==> src/rtl/ins_encode_pkg.sv <==
// Shared RV32I opcode values, encoder state encodings and the field-bundle
// payload used by the instruction encoder.
package ins_encode_pkg;

    localparam logic [6:0] r_type = 7'b0110011;
    localparam logic [6:0] i_type = 7'b0010011;
    localparam logic [6:0] load   = 7'b0000011;
    localparam logic [6:0] store  = 7'b0100011;
    localparam logic [6:0] b_type = 7'b1100011;
    localparam logic [6:0] jal    = 7'b1101111;
    localparam logic [6:0] jalr   = 7'b1100111;
    localparam logic [6:0] lui    = 7'b0110111;
    localparam logic [6:0] auipc  = 7'b0010111;

    localparam logic [31:0] zero_word = 32'h0000_0000;

    localparam int unsigned state_w = 2;

    localparam logic [1:0] enc_idle  = 2'd0;
    localparam logic [1:0] enc_run   = 2'd1;
    localparam logic [1:0] enc_drain = 2'd2;
    localparam logic [1:0] enc_done  = 2'd3;

    typedef struct packed {
        logic [6:0]  op;
        logic [4:0]  rd;
        logic [4:0]  rs1;
        logic [4:0]  rs2;
        logic [2:0]  func;
        logic        func1;
        logic [31:0] imm;
    } ins_fields_t;

    // slli / srli / srai carry a 5-bit shamt instead of a 12-bit immediate
    function automatic logic is_shift(input logic [6:0] op, input logic [2:0] func);
        return (op == i_type) && ((func == 3'b001) || (func == 3'b101));
    endfunction

endpackage

==> src/rtl/ins_encode_imm_pack.sv <==
// Inverse immediate generator: scatters imm into its instruction-word bit
// positions for the given format and flags immediates the format cannot hold.
module ins_encode_imm_pack
    import ins_encode_pkg::*;
(
    input  logic [6:0]  op,
    input  logic [2:0]  func,
    input  logic        func1,
    input  logic [31:0] imm,
    output logic [31:0] imm_word,
    output logic        imm_err
);

    logic sext11_ok;
    logic sext12_ok;
    logic sext20_ok;

    always_comb begin
        sext11_ok = (imm[31:11] == {21{imm[11]}});
        sext12_ok = (imm[31:12] == {20{imm[12]}});
        sext20_ok = (imm[31:20] == {12{imm[20]}});
        imm_word  = zero_word;
        imm_err   = 1'b0;

        // imm_err also covers opcodes this encoder does not know
        case (op)
            r_type: begin
                imm_word = zero_word;
            end
            i_type: begin
                if (is_shift(op, func)) begin
                    imm_word = {1'b0, func1, 5'b00000, imm[4:0], 20'h00000};
                    imm_err  = !sext11_ok || (imm[11:5] != 7'b0000000);
                end else begin
                    imm_word = {imm[11:0], 20'h00000};
                    imm_err  = !sext11_ok;
                end
            end
            load, jalr: begin
                imm_word = {imm[11:0], 20'h00000};
                imm_err  = !sext11_ok;
            end
            store: begin
                imm_word = {imm[11:5], 13'h0000, imm[4:0], 7'b0000000};
                imm_err  = !sext11_ok;
            end
            b_type: begin
                imm_word = {imm[12], imm[10:5], 13'h0000, imm[4:1], imm[11], 7'b0000000};
                imm_err  = !sext12_ok || imm[0];
            end
            jal: begin
                imm_word = {imm[20], imm[10:1], imm[11], imm[19:12], 12'h000};
                imm_err  = !sext20_ok || imm[0];
            end
            lui, auipc: begin
                imm_word = {imm[31:12], 12'h000};
                imm_err  = (imm[11:0] != 12'h000);
            end
            default: begin
                imm_word = zero_word;
                imm_err  = 1'b1;
            end
        endcase
    end

endmodule

==> src/rtl/ins_encode.sv <==
// Packs RV32I field bundles into instruction words and streams them into
// instruction memory at consecutive word addresses through one output register.
module ins_encode
    import ins_encode_pkg::*;
#(
    parameter int unsigned ADDR_W = 32,
    parameter int unsigned CNT_W  = 16
) (
    input  logic              clk,
    input  logic              rst,
    input  logic              start,
    input  logic [ADDR_W-1:0] base_addr,
    input  logic              in_valid,
    output logic              in_ready,
    input  logic              in_last,
    input  logic [6:0]        op,
    input  logic [4:0]        rd,
    input  logic [4:0]        rs1,
    input  logic [4:0]        rs2,
    input  logic [2:0]        func,
    input  logic              func1,
    input  logic [31:0]       imm,
    output logic              mem_we,
    input  logic              mem_ready,
    output logic [ADDR_W-1:0] mem_addr,
    output logic [31:0]       mem_data,
    output logic              done,
    output logic              err,
    output logic [ADDR_W-1:0] err_addr,
    output logic [CNT_W-1:0]  wr_cnt
);

    ins_fields_t fld;
    logic [31:0] imm_word;
    logic        imm_err;
    logic [31:0] reg_word;
    logic [31:0] enc_word;
    logic        mem_hs;
    logic        unused_base_lsbs;

    logic [state_w-1:0] state_q,    state_d;
    logic [ADDR_W-1:0]  addr_q,     addr_d;
    logic               mem_we_q,   mem_we_d;
    logic [ADDR_W-1:0]  mem_addr_q, mem_addr_d;
    logic [31:0]        mem_data_q, mem_data_d;
    logic               done_q,     done_d;
    logic               err_q,      err_d;
    logic [ADDR_W-1:0]  err_addr_q, err_addr_d;
    logic [CNT_W-1:0]   wr_cnt_q,   wr_cnt_d;

    assign fld              = {op, rd, rs1, rs2, func, func1, imm};
    assign mem_hs           = mem_we_q && mem_ready;
    assign unused_base_lsbs = ^base_addr[1:0];

    ins_encode_imm_pack u_imm_pack (
        .op       (fld.op),
        .func     (fld.func),
        .func1    (fld.func1),
        .imm      (fld.imm),
        .imm_word (imm_word),
        .imm_err  (imm_err)
    );

    // Register-field placement per format; immediate bits are OR-ed in after.
    always_comb begin
        reg_word = zero_word;
        case (fld.op)
            r_type:             reg_word = {1'b0, fld.func1, 5'b00000, fld.rs2, fld.rs1,
                                            fld.func, fld.rd, fld.op};
            i_type, load, jalr: reg_word = {12'h000, fld.rs1, fld.func, fld.rd, fld.op};
            store, b_type:      reg_word = {7'b0000000, fld.rs2, fld.rs1, fld.func,
                                            5'b00000, fld.op};
            jal, lui, auipc:    reg_word = {20'h00000, fld.rd, fld.op};
            default:            reg_word = zero_word;
        endcase
        enc_word = reg_word | imm_word;
    end

    // Load sequencing, output register, error capture and write counting.
    always_comb begin
        state_d    = state_q;
        addr_d     = addr_q;
        mem_we_d   = mem_we_q;
        mem_addr_d = mem_addr_q;
        mem_data_d = mem_data_q;
        done_d     = 1'b0;
        err_d      = err_q;
        err_addr_d = err_addr_q;
        wr_cnt_d   = wr_cnt_q;
        in_ready   = 1'b0;

        if (mem_hs) begin
            mem_we_d = 1'b0;
            if (wr_cnt_q != {CNT_W{1'b1}}) begin
                wr_cnt_d = wr_cnt_q + CNT_W'(1);
            end
        end

        case (state_q)
            enc_idle: begin
                if (start) begin
                    state_d    = enc_run;
                    addr_d     = {base_addr[ADDR_W-1:2], 2'b00};
                    err_d      = 1'b0;
                    err_addr_d = '0;
                    wr_cnt_d   = '0;
                end
            end
            enc_run: begin
                in_ready = !mem_we_q || mem_ready;
                if (in_valid && in_ready) begin
                    // A rejected bundle is consumed but leaves the slot address unchanged
                    if (imm_err) begin
                        err_d = 1'b1;
                        if (!err_q) begin
                            err_addr_d = addr_q;
                        end
                    end else begin
                        mem_we_d   = 1'b1;
                        mem_addr_d = addr_q;
                        mem_data_d = enc_word;
                        addr_d     = addr_q + ADDR_W'(4);
                    end
                    if (in_last) begin
                        state_d = enc_drain;
                    end
                end
            end
            enc_drain: begin
                if (!mem_we_q || mem_hs) begin
                    state_d = enc_done;
                    done_d  = 1'b1;
                end
            end
            enc_done: begin
                state_d = enc_idle;
            end
            default: begin
                state_d = enc_idle;
            end
        endcase
    end

    always_ff @(posedge clk or posedge rst) begin
        if (rst) begin
            state_q    <= enc_idle;
            addr_q     <= '0;
            mem_we_q   <= 1'b0;
            mem_addr_q <= '0;
            mem_data_q <= '0;
            done_q     <= 1'b0;
            err_q      <= 1'b0;
            err_addr_q <= '0;
            wr_cnt_q   <= '0;
        end else begin
            state_q    <= state_d;
            addr_q     <= addr_d;
            mem_we_q   <= mem_we_d;
            mem_addr_q <= mem_addr_d;
            mem_data_q <= mem_data_d;
            done_q     <= done_d;
            err_q      <= err_d;
            err_addr_q <= err_addr_d;
            wr_cnt_q   <= wr_cnt_d;
        end
    end

    assign mem_we   = mem_we_q;
    assign mem_addr = mem_addr_q;
    assign mem_data = mem_data_q;
    assign done     = done_q;
    assign err      = err_q;
    assign err_addr = err_addr_q;
    assign wr_cnt   = wr_cnt_q;

endmodule

==> config.mk <==
export PLATFORM = sky130hd
export DESIGN_NAME = ins_encode
export DESIGN_NICKNAME = d
export VERILOG_FILES = /design/src/rtl/ins_encode_pkg.sv /design/src/rtl/ins_encode_imm_pack.sv /design/src/rtl/ins_encode.sv
export SDC_FILE = /design/constraint.sdc
export NUM_CORES = 1
export LEC_CHECK = 0
export BUFFER_PORTS_ARGS = -buffer_cell sky130_fd_sc_hd__buf_2
export CAP_MARGIN = 20
export CELL_PAD_IN_SITES_DETAIL_PLACEMENT = 1
export CELL_PAD_IN_SITES_GLOBAL_PLACEMENT = 1
export CORE_ASPECT_RATIO = 0.75
export CORE_MARGIN = 3
export CORE_UTILIZATION = 39
export DETAILED_ROUTE_END_ITERATION = 10
export PLACE_DENSITY = 0.85
export SKIP_CTS_REPAIR_TIMING = 1
export SLEW_MARGIN = 20
export SYNTH_ARGS = -nofsm -noshare
export SYNTH_HDL_FRONTEND = slang
export SYNTH_SLANG_ARGS = --single-unit
==> constraint.sdc <==
create_clock -name clk -period 6 [get_ports clk]
set_clock_uncertainty 0.1 [all_clocks]
set_input_delay 1.2 -clock clk [delete_from_list [all_inputs] [get_ports clk]]
set_output_delay 1.2 -clock clk [all_outputs]
set_load 0.05 [all_outputs]
# Yosys cells after proc, flatten, opt, wreduce, memory -nomap -nowiden
# Cells that the tools add are included.
# word_totals
in_bits	96
out_inout_bits	116
elab_cells	100
reg_bits	149
# op_classes
bitwise	2
eq_ne	25
reduce_logical	28
addsub	2
n_mux	34
# ops
op	count
$mux W32	8
$pmux W32 S6	1
$pmux W32 S2	2
$pmux W31 S4	1
$mux W16	4
$add A32 B3 Y32 const B	1
$or A32 B32 Y32	1
$eq A7 B6 Y1 const B	3
$eq A7 B7 Y1 const B	3
$eq A20 B20 Y1	1
$eq A19 B19 Y1	1
$add A16 B1 Y16 const B	1
$ne A16 B16 Y1 const B	1
$eq A7 B5 Y1 const B	2
$ne A2 B2 Y1 const B	7
$reduce_and A4 Y1	3
$reduce_bool A12 Y1	1
$eq A11 B11 Y1	1
$mux W1	11
$reduce_or A3 Y1	3
$mux W2	4
$pmux W2 S4	1
$eq A7 B2 Y1 const B	1
$reduce_bool A7 Y1	1
other kinds (15)	28

# Depth between registers and ports, before layout
# Gate-level depths: netlist of the first run.
# depth
ltp_word	8
mapped_depth	12
depth_no_buf	9

# Cells and area by module
# From an unflattened synthesis of the first run, not the netlist that was laid out.
# hier_totals
hier_cells	895
area_unflattened_um2	7551.0
# by_module_without_submodules
mod	seq_area_each_um2	cells_each	area_each_um2	instances
ins_encode	3578.4	786	6832.8	1
ins_encode_imm_pack	0.0	109	718.2	1

# Worst setup path after synthesis of the first run
# No wires, ideal clock.
# synth_timing
path_type	input to register
start	input op[4]
end	register addr_q[10]
cell_stages	11
required_ns	5.761
setup_ns	0.139
arrival_ns	3.181
path_slack_ns	2.580
n_path_buf	3
cell_sequence	buf_6 > and4b_2 > nand3_2 > a2111o_1 > o21ai_2 > o21a_1 > buf_4 > nand3_4 > buf_6 > o311ai_2 > o211ai_1
# synth_between
elab_chain_len	6
elab_cells_between_ends	16
classes_between	eq/ne (10); mux (2); reduce/logical (4)
# synth_lines
item	line	rtl
start: declaration	ins_encode.sv:16	input logic [6:0] op,
$eq A7 B5 Y1	ins_encode_pkg.sv:36, ins_encode_imm_pack.sv:26	
$logic_and A1 B1 Y1	ins_encode_pkg.sv:36	return (op == i_type) && ((func == 3'b001) || (func == 3'b101));
$mux W1	ins_encode_imm_pack.sv:31	if (is_shift(op, func)) begin
$pmux W1 S6 *	ins_encode_imm_pack.sv:26	case (op)
$ne A2 B2 Y1 (no source line) *	-	
$reduce_and A4 Y1 (no source line) *	-	
end signal: assignment	ins_encode.sv:157	addr_q <= addr_d;
end: declaration	ins_encode.sv:42	logic [ADDR_W-1:0] addr_q, addr_d;
# Mark *: on every way between the ends. The rest lies on a longest branch, timed or not.
# A chain may end at the register's enable or synchronous reset.

# Worst setup path in the final report of the first run
# layout_timing
start	input op[2]
end	register addr_q[5]
# Same word-level chain as after synthesis.

==> flow_summary.toml, run 1 <==
[outcome]
status = "finished clean"

[setup_path]
startpoint = "op[2]"
required_ns = 6.22
endpoint_kind = "flop"
critPathKind = "in -> reg"
cp-start-kind = "input port"
worstPathArrival_ns = 4.42
r2r-start = "state_q[1]"
crit_fanout = 32

[synthesis]
synth_top_family_by_area = "simple AND/OR/NAND/NOR gates"
yosysSeqAreaShare_pct = 47.67
yosys_warnings = 0
syn_avg_cell_area_sq_um = 8.629
syn_inst = 870
ys_ff_latch = 143
yosys.area_share.simple_pct = 23.63
ys_top_cells_by_area = "dfrtp_1, nand2_1, o21ai_0"
synth_cell_type_count = 76
synth_area_sq_um = 7507
async_flop_share_pct = 100.0
synth_flop_cell = "dfrtp_1"
synthMuxAreaShare_pct = 0.8167
synth-adder-area-share_pct = 0.8333
synth_compound_area_share_pct = 21.00
synth_xor_area_share_pct = 1.167
yosysTopAreaCell = "dfrtp_1"
yosysTopAreaCellShare_pct = 47.67
synth-edff-count = 0

[drt]
antenna_left = 0
wl_met1_um = 12540
route.vias.total = 7565
drt-initial-drc-count = 703
drt_first_pass_iters = 5
route.met3.wl_um = 2480
dr_wl_met2_um = 11780
topRoutingLayerUsed = "met4"
viasPerCell = 5.810
routedWlPerCell_um = 20.93
wl_um = 27260
drc = 0

[cts]
htreeDepth = 4
cts-root-buf = "clkbuf_16"
clock-sinks = 143
cts_buffers = 17
worstSkewPairLatency_ns = 0.43
cts_buffer_depth = 2
cts_tree = "yes"
clk_pin_slew_ns = 0.07

[sta]
finalSetupViolations = 0
fin_tns_setup_ns = 0
final.min_clock_period_ns = 4.201
finalMaxSlewViolations = 0
slew_headroom_pct = 33.43
finalHoldViolCount = 0
worst_slack_ns = 1.799
tightest_slew_ns = 0.9985
hold_slack_ns = 0.3661
max_freq_mhz = 238.0
rsz0062_at_grt = "false"
layout_worst_path_cycle_share_pct = 70.02

[floorplan]
die-area_sq_um = 20970
die-width_um = 166.2
initial_utilization_pct = 40.21
io_pins = 212
core-area_sq_um = 18670
rows = 43
die_h_um = 126.2

[run]
cap_violations = 0

[placement]
port_buffers = 205
place_congestion = 0.9208
dpl.hpwl_um = 19410
dp_slack_ns = 1.437

[power_and_ir_drop]
power_frac_seq_pct = 33.7
comb_power_share_pct = 42.8
p_int_mw = 2.331
p_sw_mw = 2.275
irDropWorstVdd_mv = 0.2476
p_leak_nw = 4.402
p_sw_share_pct = 49.38
power_frac_clock_pct = 23.5
power_density_nw_per_um2 = 498.8

[cells_and_area]
fillCellCount = 2283
antenna_cells = 0
syn2layout_area_growth_pct = 23.00
drive_above_1_share_pct = 25.21
layout.nets = 1143

[grt]
grt_util_all_layers_pct = 25.87
grt-ovfl-total = 0
antenna_found_initial = 0
grt_max_degree = 104
grt_pass1_wl_um = 43240
grt_pass1_vias = 7565

[min_path]
hp-class = "reg -> reg"
hold_path.startpoint = "mem_addr[3]"
==> synth_stat cells, types with 3 or more instances <==
cell and instances:
or4_1 4, o21a_1 3, xor2_1 6, a222oi_1 6, a211oi_1 10, mux2i_1 5
a21oi_1 30, and3_1 13, a31oi_1 4, buf_1 5, inv_1 19, and4_1 4
xnor2_1 4, o22ai_1 12, o211ai_1 4, buf_2 14, clkbuf_1 36, nor2_1 46
a311oi_1 6, buf_4 6, o31ai_1 9, nor4_1 8, a22oi_1 21, o21ai_0 84
o32ai_1 4, dfrtp_1 143, nand3_1 22, a32oi_1 4, nor3_1 17, nand4_1 21
ha_1 5, nand2b_1 9, nor2b_1 5, or2_2 3, and2_1 7, o41ai_1 4
or3_1 3, nand2_1 210, o21ai_1 4
==> stage by stage <==
stage          total power, mW  instances  util (%)  area [sq um]
2_1_floorplan            2.911        873         -          7518
3_3_place_gp             3.428       1270     46.30          8643
3_5_place_dp             3.496       1270     46.30          8643
4_1_cts                  4.604       1302     49.46          9234
5_1_grt                  4.866       1302     49.46          9234
6_report                 4.606       1302     49.46          9234
==> cell usage in the layout (no fill, tap or decap), types with 5 or more instances in the layout <==
| cell type | instances |
|---|---|
| a211oi_1 | 10 |
| a21oi_1 | 30 |
| a222oi_1 | 6 |
| a22oi_1 | 21 |
| a311oi_1 | 6 |
| and2_1 | 7 |
| and3_1 | 13 |
| buf_2 | 205 |
| buf_4 | 8 |
| clkbuf_16 | 17 |
| dfrtp_1 | 143 |
| inv_1 | 18 |
| inv_6 | 6 |
| inv_8 | 6 |
| mux2i_1 | 5 |
| nand2_1 | 210 |
| nand2b_1 | 9 |
| nand3_1 | 22 |
| nand4_1 | 21 |
| nor2_1 | 46 |
| nor2b_1 | 5 |
| nor3_1 | 16 |
| nor4_1 | 8 |
| o21ai_0 | 84 |
| o22ai_1 | 12 |
| o31ai_1 | 9 |
| xor2_1 | 6 |
==> layout make-up <==
class                   count  area (sq um)  share of cell area [%]
multi-input cells         648          3593                   38.92
well taps                 247         309.0                   3.347
clock buffers              17         425.4                   4.607
clock inverters            15         165.2                   1.789
repair buffers            213          1086                   11.76
flip-flops and latches    143          3578                   38.75
inverters                  19         76.32                  0.8266
==> flip-flops by register name, indices dropped and copies added (netlist names) <==
name      cells
mem_addr     30
err_addr     30
state_q       2
mem_data     32
err           1
wr_cnt       16
mem_we        1
done          1
addr_q       30
==> power by group through the flow <==
stage	sequential (mW)	clock, mW	combinational (mW)
after floorplan	2.08	0	0.832
after global placement	1.53	0	1.90
after detailed placement	1.55	0	1.95
after CTS	1.54	1.10	1.96
after global routing	1.59	1.15	2.13
final	1.55	1.08	1.97
==> kinds of logic after synthesis <==
logic type | count (synthesis)
compound gates | 238
other cells | 1
buf+inv | 82
mux | 6
flops | 143
fa+ha+maj | 5
xor+xnor | 10
simple gates | 385
==> routing by layer <==
| metal | GRT usage, % | vias to the layer above |
|---|---|---|
| li1 | - | 3458 |
| met2 | 37.34 | 312 |
| met3 | 8.472 | 42 |
| met1 | 37.63 | 3753 |
| met4 | 6.601 | 0 |
| met5 | 0 | - |
==> critical path: stages <==
cell and delay [ns]:
buf_2 0.24, and4b_2 0.33, nand3_2 0.18, a2111o_1 0.47, o21ai_2 0.19, o21a_1 0.47, a21o_2 0.63, o21ai_1 0.40
a32o_1 0.31
==> path summary, 6_finish.rpt <==
| path | slack [ns] | cells past startpoint | to |
|---|---|---|---|
| max | 1.80 | 9 | addr_q[5] |
| min | 0.37 | 2 | mem_addr[3] |
| max reg2reg | 2.44 | 9 | addr_q[5] |
| min reg2reg | 0.37 | 2 | mem_addr[3] |
| max in group asynchronous | 3.76 | 3 | mem_data[17] |
| min in group asynchronous | 0.84 | 2 | mem_data[18] |
Note: power is estimated with default switching activity, not from simulation.
==> run 2: changes to the inputs <==
- clock period: 6 -> 4.35 ns (I/O delays scaled with it)
==> run 2 against run 1 <==
Combinational power grew 40%. Non-clock buffer count grew 12. Die area is the same. Design area grew 0.93%. Hold slack lost 0.0032 ns. Sequential cell count is the same. Setup slack lost 0.74 ns. Sequential share of layout area shrank 0.36 points. Via count grew 1.4%. Clock power grew 31%. Core utilization grew 0.46 points. Critical endpoint is now addr_q[29]. Largest cell class unchanged. Largest power group unchanged.
==> flow_summary.toml, run 2 (synthesis gave the netlist of run 1 again) <==
[outcome]
status = "finished clean"

[setup_path]
crit_fanout = 31
required_ns = 4.57
cp-start-kind = "input port"
path_cells = "buf_2 > and4b_2 > nand3_2 > a2111o_1 > o21ai_2 > o21a_1 > a21o_2 > buf_4 > nor2_1 > a211oi_1"
worstPathArrival_ns = 3.50
crit_path_max_incr_delay_ns = 0.43
endpoint_kind = "flop"
cp_slowest_cell = "a2111o_1"
critPathKind = "in -> reg"

[placement]
port_buffers = 205
place_congestion = 0.9091
dp_slack_ns = 0.6506
dpl.hpwl_um = 19920

[sta]
finalSetupViolations = 0
finalMaxSlewViolations = 0
worst_slack_ns = 1.063
fin_tns_setup_ns = 0
final.min_clock_period_ns = 3.287
max_freq_mhz = 304.2
layout_worst_path_cycle_share_pct = 75.57
slew_headroom_pct = 44.34
rsz0062_at_grt = "false"
tightest_slew_ns = 0.8272
finalHoldViolCount = 0

[drt]
viasPerCell = 5.832
drt_first_pass_iters = 6
route.vias.total = 7669
routedWlPerCell_um = 20.94
drc = 0
drt-initial-drc-count = 849
antenna_left = 0
wl_um = 27540

[power_and_ir_drop]
p_sw_share_pct = 49.26
power_frac_seq_pct = 33.9
p_sw_mw = 3.102
irDropWorstVdd_mv = 0.3959
power_density_nw_per_um2 = 675.8
comb_power_share_pct = 43.7
power_frac_clock_pct = 22.3
p_leak_nw = 4.443
p_int_mw = 3.196

[grt]
grt_pass1_vias = 7786
grt-ovfl-total = 0
grt_pass1_wl_um = 43420
grt_util_all_layers_pct = 25.95
antenna_found_initial = 1
grt_max_degree = 99

[cts]
cts_tree = "yes"
htreeDepth = 4
worstSkewPairLatency_ns = 0.43
clk_pin_slew_ns = 0.06
cts_buffers = 17
clock-sinks = 143
cts_buffer_depth = 2
cts-root-buf = "clkbuf_16"

[min_path]
hp-class = "reg -> reg"

[cells_and_area]
layout_commonest_cell = "nand2_1"
largest_register_ffs = 32
syn2layout_area_growth_pct = 24.15
layout.nets = 1155
layout_common_cells = "nand2_1, buf_2, dfrtp_1"
drive_above_1_share_pct = 26.05

[floorplan]
core-area_sq_um = 18670
initial_utilization_pct = 40.21
die-width_um = 166.2
io_pins = 212
rows = 43
die_h_um = 126.2
die-area_sq_um = 20970

[run]
cap_violations = 0
run 2: power by group through the flow:
stage / clock [mW] / combinational (mW) / sequential, mW
floorplan: 0 / 1.15 / 2.87
global placement: 0 / 2.66 / 2.11
detailed placement: 0 / 2.73 / 2.14
CTS: 1.44 / 2.75 / 2.12
global route: 1.49 / 2.97 / 2.20
finish: 1.41 / 2.75 / 2.14
run 2: worst max-delay path: cells and delay by family:
kind | cells | cell delay [ns]
compound gates | 5 | 1.47
buf+inv | 2 | 0.57
simple gates | 3 | 0.57
run 2: stage by stage:
stage          instance area [sq um]  std cells  hold slack, ns  total power, mW  utilization, %
2_1_floorplan                   7522        873          0.3824            4.015               -
6_report                        9320       1315          0.3630            6.299           49.92
3_5_place_dp                    8757       1282          0.3507            4.870           46.91
4_1_cts                         9318       1314          0.3700            6.304           49.91
3_3_place_gp                    8757       1282          0.3443            4.765           46.91
5_1_grt                         9320       1315          0.3916            6.656           49.92
run 2: routing by layer:
metal  part of all wire [%]  global-route usage (%)  vias to the layer above
met5                      0                       0                        -
met3                    9.5                   8.629                       29
li1                       -                       -                     3484
met2                     44                   38.30                      328
met4                    1.4                   6.699                        0
met1                     45                   36.90                     3828
run 2: layout make-up:
cell class | count | area [sq um]
multi-input cells | 648 | 3593
flip-flops and latches | 143 | 3578
clock inverters | 14 | 121.4
inverters | 19 | 75.07
clock buffers | 18 | 439.2
well taps | 247 | 309.0
fillers | 2269 | 9349
repair buffers | 225 | 1201
diodes | 1 | 2.502
run 2: final timing paths:
check                       startpoint            to  slack, ns  depth (start not counted)
max in group asynchronous          rst  err_addr[15]       3.20                          3
min                        mem_data[4]   mem_data[4]       0.36                          2
max reg2reg                  addr_q[3]    addr_q[30]       1.29                          8
max                              op[6]    addr_q[29]       1.06                         10
min in group asynchronous          rst  err_addr[17]       0.53                          3
min reg2reg                mem_data[4]   mem_data[4]       0.36                          2
